$ cat config.mk
export PLATFORM = sky130hd
export DESIGN_NAME = fetch_stage
export DESIGN_NICKNAME = d
export VERILOG_FILES = /design/src/rtl/fetch_stage_pkg.sv /design/src/rtl/fetch_stage_btb.sv /design/src/rtl/fetch_stage.sv
export SDC_FILE = /design/constraint.sdc
export NUM_CORES = 2
export LEC_CHECK = 0
export CORE_UTILIZATION = 55
export DETAILED_ROUTE_END_ITERATION = 10
export GPL_TIMING_DRIVEN = 0
export PLACE_DENSITY = 0.79
export SYNTH_ARGS = -nofsm -noshare
export SYNTH_HDL_FRONTEND = slang
export SYNTH_HIERARCHICAL = 1
export SYNTH_SLANG_ARGS = --single-unit
$ cat constraint.sdc
create_clock -name clk -period 4 [get_ports clk]
set_input_delay 0.8 -clock clk [delete_from_list [all_inputs] [get_ports clk]]
set_output_delay 0.8 -clock clk [all_outputs]
set_load 0.02 [all_outputs]
$ cat src/rtl/fetch_stage_pkg.sv
// rtl/fetch_stage_pkg.sv - shared types, constants and counter helpers for the fetch stage
package fetch_stage_pkg;

  localparam int XLEN    = 32;
  localparam int BTB_IDX = 4;
  localparam int TAG_W   = XLEN - BTB_IDX - 2;
  localparam int BUFF_W  = 66;

  typedef enum logic [1:0] {
    SNT = 2'b00,
    WNT = 2'b01,
    WT  = 2'b10,
    ST  = 2'b11
  } ctr_e;

  typedef struct packed {
    logic             valid;
    logic [TAG_W-1:0] tag;
    logic [XLEN-1:0]  target;
    ctr_e             ctr;
  } btb_entry_t;

  // Saturating increment: stays at ST
  function automatic ctr_e ctr_inc(input ctr_e c);
    return (c == ST) ? ST : ctr_e'(c + 2'd1);
  endfunction

  // Saturating decrement: stays at SNT
  function automatic ctr_e ctr_dec(input ctr_e c);
    return (c == SNT) ? SNT : ctr_e'(c - 2'd1);
  endfunction

endpackage

$ cat src/rtl/fetch_stage_btb.sv
// rtl/fetch_stage_btb.sv - direct-mapped branch target buffer with 2-bit counters
module fetch_stage_btb
  import fetch_stage_pkg::*;
#(
  parameter int btbIdx = BTB_IDX
) (
  input  logic            clk,
  input  logic            reset,
  input  logic [XLEN-1:0] lk_pc,
  output logic            lk_hit,
  output logic            lk_taken,
  output logic [XLEN-1:0] lk_target,
  input  logic            train_en,
  input  logic            inval_en,
  input  logic            tr_hit,
  input  logic            tr_taken,
  input  logic [XLEN-1:0] tr_pc,
  input  logic [XLEN-1:0] tr_target
);

  localparam int N = 2 ** btbIdx;

  btb_entry_t ent_q [N];
  btb_entry_t ent_d [N];
  btb_entry_t rd_ent;

  logic [btbIdx-1:0] li;
  logic [btbIdx-1:0] ti;
  logic [TAG_W-1:0]  lt;
  logic [TAG_W-1:0]  tt;

  assign li = lk_pc[btbIdx+1:2];
  assign lt = lk_pc[XLEN-1:btbIdx+2];
  assign ti = tr_pc[btbIdx+1:2];
  assign tt = tr_pc[XLEN-1:btbIdx+2];

  // Read port: sees pre-write contents during a same-cycle update
  always_comb begin
    rd_ent    = ent_q[li];
    lk_hit    = rd_ent.valid && (rd_ent.tag == lt);
    lk_taken  = lk_hit && rd_ent.ctr[1];
    lk_target = rd_ent.target;
  end

  // Write port: train on resolved branches, drop stale predictions
  always_comb begin
    ent_d = ent_q;
    if (train_en) begin
      if (tr_hit) begin
        if (tr_taken) begin
          ent_d[ti].ctr    = ctr_inc(ent_q[ti].ctr);
          ent_d[ti].target = tr_target;
        end else begin
          ent_d[ti].ctr = ctr_dec(ent_q[ti].ctr);
        end
      end else if (tr_taken) begin
        ent_d[ti] = '{valid: 1'b1, tag: tt, target: tr_target, ctr: WT};
      end
    end else if (inval_en) begin
      ent_d[ti].valid = 1'b0;
    end
  end

  // Entry storage; reset empties the table and sets counters weakly not-taken
  always_ff @(posedge clk or negedge reset) begin
    if (!reset) begin
      for (int i = 0; i < N; i++) begin
        ent_q[i] <= '{valid: 1'b0, tag: '0, target: '0, ctr: WNT};
      end
    end else begin
      ent_q <= ent_d;
    end
  end

endmodule

$ cat src/rtl/fetch_stage.sv
// rtl/fetch_stage.sv - fetch PC register, next-PC prediction and redirect on mispredict
module fetch_stage
  import fetch_stage_pkg::*;
#(
  parameter int          width   = 32,
  parameter int          btbIdx  = 4,
  parameter logic [31:0] resetPC = 32'h0000_0000
) (
  input  logic              clk,
  input  logic              reset,
  input  logic              stall_F,
  input  logic              stall_D,
  input  logic [width-1:0]  imemData_F,
  input  logic              isBJ_D,
  input  logic              realBJ_D,
  input  logic              predBJ_D,
  input  logic              hit_D,
  input  logic [width-1:0]  pc_D,
  input  logic [width-1:0]  targetPC_D,
  output logic [width-1:0]  imemAddr_F,
  output logic [width-1:0]  pc_F,
  output logic              mispredict_F,
  output logic [BUFF_W-1:0] buffIn_D
);

  logic [width-1:0] pc_q;
  logic [width-1:0] pc_d;
  logic [width-1:0] pred_next;
  logic [width-1:0] correct_next;
  logic [width-1:0] btb_target;
  logic             hit_F;
  logic             predBJ_F;
  logic             chk;

  fetch_stage_btb #(.btbIdx(btbIdx)) u_btb (
    .clk       (clk),
    .reset     (reset),
    .lk_pc     (pc_q),
    .lk_hit    (hit_F),
    .lk_taken  (predBJ_F),
    .lk_target (btb_target),
    .train_en  (!stall_D && isBJ_D),
    .inval_en  (!stall_D && !isBJ_D && predBJ_D),
    .tr_hit    (hit_D),
    .tr_taken  (realBJ_D),
    .tr_pc     (pc_D),
    .tr_target (targetPC_D)
  );

  // Next-PC selection: a redirect from decode beats a fetch stall
  always_comb begin
    pred_next    = predBJ_F ? btb_target : pc_q + 32'd4;
    correct_next = realBJ_D ? targetPC_D : pc_D + 32'd4;
    chk          = !stall_D && (isBJ_D || predBJ_D);
    mispredict_F = chk && (pc_q != correct_next);
    if (mispredict_F) begin
      pc_d = correct_next;
    end else if (stall_F) begin
      pc_d = pc_q;
    end else begin
      pc_d = pred_next;
    end
  end

  // Fetch PC register
  always_ff @(posedge clk or negedge reset) begin
    if (!reset) begin
      pc_q <= resetPC;
    end else begin
      pc_q <= pc_d;
    end
  end

  assign pc_F       = pc_q;
  assign imemAddr_F = pc_q;
  assign buffIn_D   = {hit_F, predBJ_F, pc_q, imemData_F};

endmodule

==> reports/metrics.yaml <==
num_rows: 110
slowest_delay_ns: 0.49
routedWlPerCell_um: 31.3
cp_top_family: "buffers and inverters"
grt_pass1_wl_um: 239000
fin_util: 0.662
violations: "setup timing"
synthArstFlopShare: 1.00
synth-xor-area-share: 0.0149
worstPathCellList: "buf_6, buf_12, buf_12, buf_6, buf_6, buf_16, mux2i_1, xor2_1, nor2_1, a21oi_2, o211ai_1, buf_4, nor3b_4, buf_6"
cts_sinks: 1008
synth-seq-area-share: 0.504
ioPinCount: 235
slew_headroom: 0.233
critPathArrivalTime_ns: 4.11
ff_latch_area_um2: 25300
power_mw: 29.5
finalClockSkew_ns: 0.0342
clk_latency_ns: 0.70
setup_slack_ns: -0.913
syn_avg_cell_area_um2: 14.2
globalRouteOverflowTotal: 0
p_leak_nw: 27.4
drv_cap: 0
grt_util_all_layers: 0.353
synth_edf_count: 0
vias: 35000
post-place-ws_ns: -3.28
start_kind: "register"
yosysUniqueCellTypes: 83
cts-root-buf: "clkbuf_16"
crit_top_cell: "buf_6"
cts_tree: "built"
fmax_mhz: 204
fp.dieW_um: 304
drt_iter0_markers: 4399
critPathBufInv: 8
synth_top_family_by_area: "multiplexers"
dp_hpwl_um: 109000
setup_violations: 66
syn_inst: 3536
synth_seq_cells: 1008
crit_slowest_cell: "dfrtp_4"
place.gp.congestion: 0.991
multiInputGateArea_um2: 23400
grt_max_degree: 123
rrSetupSlack_ns: -0.46
finalCritPeriodShare: 1.23
hold_violations: 0
synth_nets: 3642
cts_buffer_depth: 3
crit_path_max_fanout: 11
cellPowerDensity_nw_per_um2: 494
maxSlewViolCount: 0
syn2layout_area_growth_pct: 19.3
cp-end-kind: "output pin"
via_per_inst: 6.71
antenna_found_initial: 7
synth_warnings: 6
synth_mux_area_frac: 0.354
die_y_um: 304
synth_fa_ha_area_frac: 0.000925
core_um2: 90100
synth_flop_cell: "dfrtp_1"
hold_path.class: "in2async"
required_ns: 3.20
numCtsBuffers: 103
period_needed_ns: 4.91
dieArea_um2: 92200
wl_um: 163000
port_buffers: 200
synth_area_um2: 50100
fill_cells: 6232
holdWs_ns: 0.121
final_nets: 4050
worst_pin_slew_ns: 1.15
critical_path_class: "reg2out"
start_util: 0.555
drc: 0
postRouteAntennaNets: 0
setup-tns-final_ns: -12.48
grt_pass1_vias: 35600
drive_gt1_frac: 0.477
ctsHtreeMaxLevel: 3
synth_compound_area_frac: 0.0380
firstDrtPassIters: 9
yosys.area_share.simple: 0.0428
rsz0062_at_grt: "yes"
clk_pin_slew_ns: 0.06
vdd_drop_max_mv: 0.408
status: "finished, violations left"
## cell usage after synthesis (5+ instances only)
cell type	instances	area (µm²)
a211oi_1	12	90.1
a21o_1	16	120
a21oi_1	81	405
a221oi_1	6	52.6
a22o_1	20	175
a22oi_1	10	75.1
a31oi_1	18	113
a32oi_1	6	52.6
and2_1	9	56.3
and3_1	16	100
buf_1	53	199
buf_2	88	440
buf_4	113	848
buf_6	7	78.8
clkbuf_1	126	473
dfrtp_1	992	24800
dfstp_2	16	420
inv_1	30	113
mux2_2	944	10600
mux2i_1	96	961
mux4_1	21	552
mux4_2	246	5540
nand2_1	102	383
nand2b_1	21	131
nand3_1	31	155
nand4_1	26	163
nor2_1	94	353
nor2b_1	20	125
nor3_1	33	165
nor3b_1	9	67.6
nor4_1	19	119
nor4_2	5	62.6
o2111ai_1	5	43.8
o21ai_0	49	245
o22ai_1	19	119
or2_2	5	31.3
or3_1	7	43.8
xnor2_1	56	490
xor2_1	29	254
## layout by cell type (no fill, tap or decap), drive strengths merged, types with 24 or more instances in the layout
cell type	synthesis	layout
a21oi	81	81
buf	265	398
clkbuf	126	279
clkdlybuf4s50	0	146
dfrtp	992	992
inv	30	33
mux2	948	948
mux2i	96	96
mux4	267	267
nand2	102	102
nand3	32	32
nand4	26	26
nor2	98	98
nor3	34	34
nor4	24	24
o21ai	49	49
xnor2	56	56
xor2	29	29
## final timing paths
path                                         end  cells after the start        startpoint
worst max-delay path                buffIn_D[65]                     14     imemAddr_F[2]
worst min-delay path            u_btb/ent_q[235]                      1             reset
worst max register to register    imemAddr_F[14]                     18     imemAddr_F[2]
worst min register to register  u_btb/ent_q[731]                      1  u_btb/ent_q[731]
max in group asynchronous       u_btb/ent_q[810]                      5             reset
min in group clk                u_btb/ent_q[467]                      2          pc_D[12]
## worst reg2reg max path, delay by kind of cell (launching register included)
kind | cells | cell delay [ns]
buffers and inverters | 9 | 1.61
AOI/OAI and AO/OA | 3 | 0.73
muxes | 2 | 0.64
and+or+nand+nor | 3 | 0.57
DFF | 1 | 0.49
xor gates and xnor gates | 1 | 0.30
## cell type report
cell class	count	area share
clock buffer	155	0.0515
sequential	1008	0.423
tap	1176	0.0246
antenna	5	0.000210
buffer	384	0.0460
timing repair buffer	310	0.0535
multi-input combinational	2105	0.392
clock inverter	34	0.00698
inverter	32	0.00210
## through the flow
stage	instances	cell area, µm²
2_1_floorplan	3536	50100
3_3_place_gp	4912	53500
3_5_place_dp	4924	53800
4_1_cts	5168	59000
5_1_grt	5207	59700
6_report	5209	59700
## where the power goes
part | switching [mW] | total, mW | internal (mW)
registers | 0.842 | 12.2 | 11.4
clock network | 4.16 | 9.93 | 5.77
logic | 3.82 | 7.35 | 3.53
total | 8.83 | 29.5 | 20.7
## repair_timing
| item | 4_1_cts | 5_1_grt |
|---|---|---|
| hold buffers | 0 | 0 |
| pin swaps | 39 | 37 |
| endpoints found under the hold margin | 0 | 0 |
| buffers inserted | 55 | 40 |
| gates resized for setup | 516 | 149 |
| setup endpoints to repair | 363 | 371 |
| gates cloned | 3 | 0 |
## routing by layer
layer	track usage	share of wire
met1	0.463	0.38
met2	0.531	0.45
met3	0.117	0.11
met4	0.174	0.056
met5	0	0.000080
## sequential cells by signal, summed over array words and instances, names as in the netlist
| register | flops |
|---|---|
| u_btb/ent_q | 976 |
| imemAddr_F | 32 |
## kinds of logic after synthesis
logic type      count (synthesis)
mux                          1311
simple gates                  418
fa+ha+maj                       4
flops                        1008
buf+inv                       423
xor+xnor                       85
compound gates                287
(Power assumes the default switching activity.)
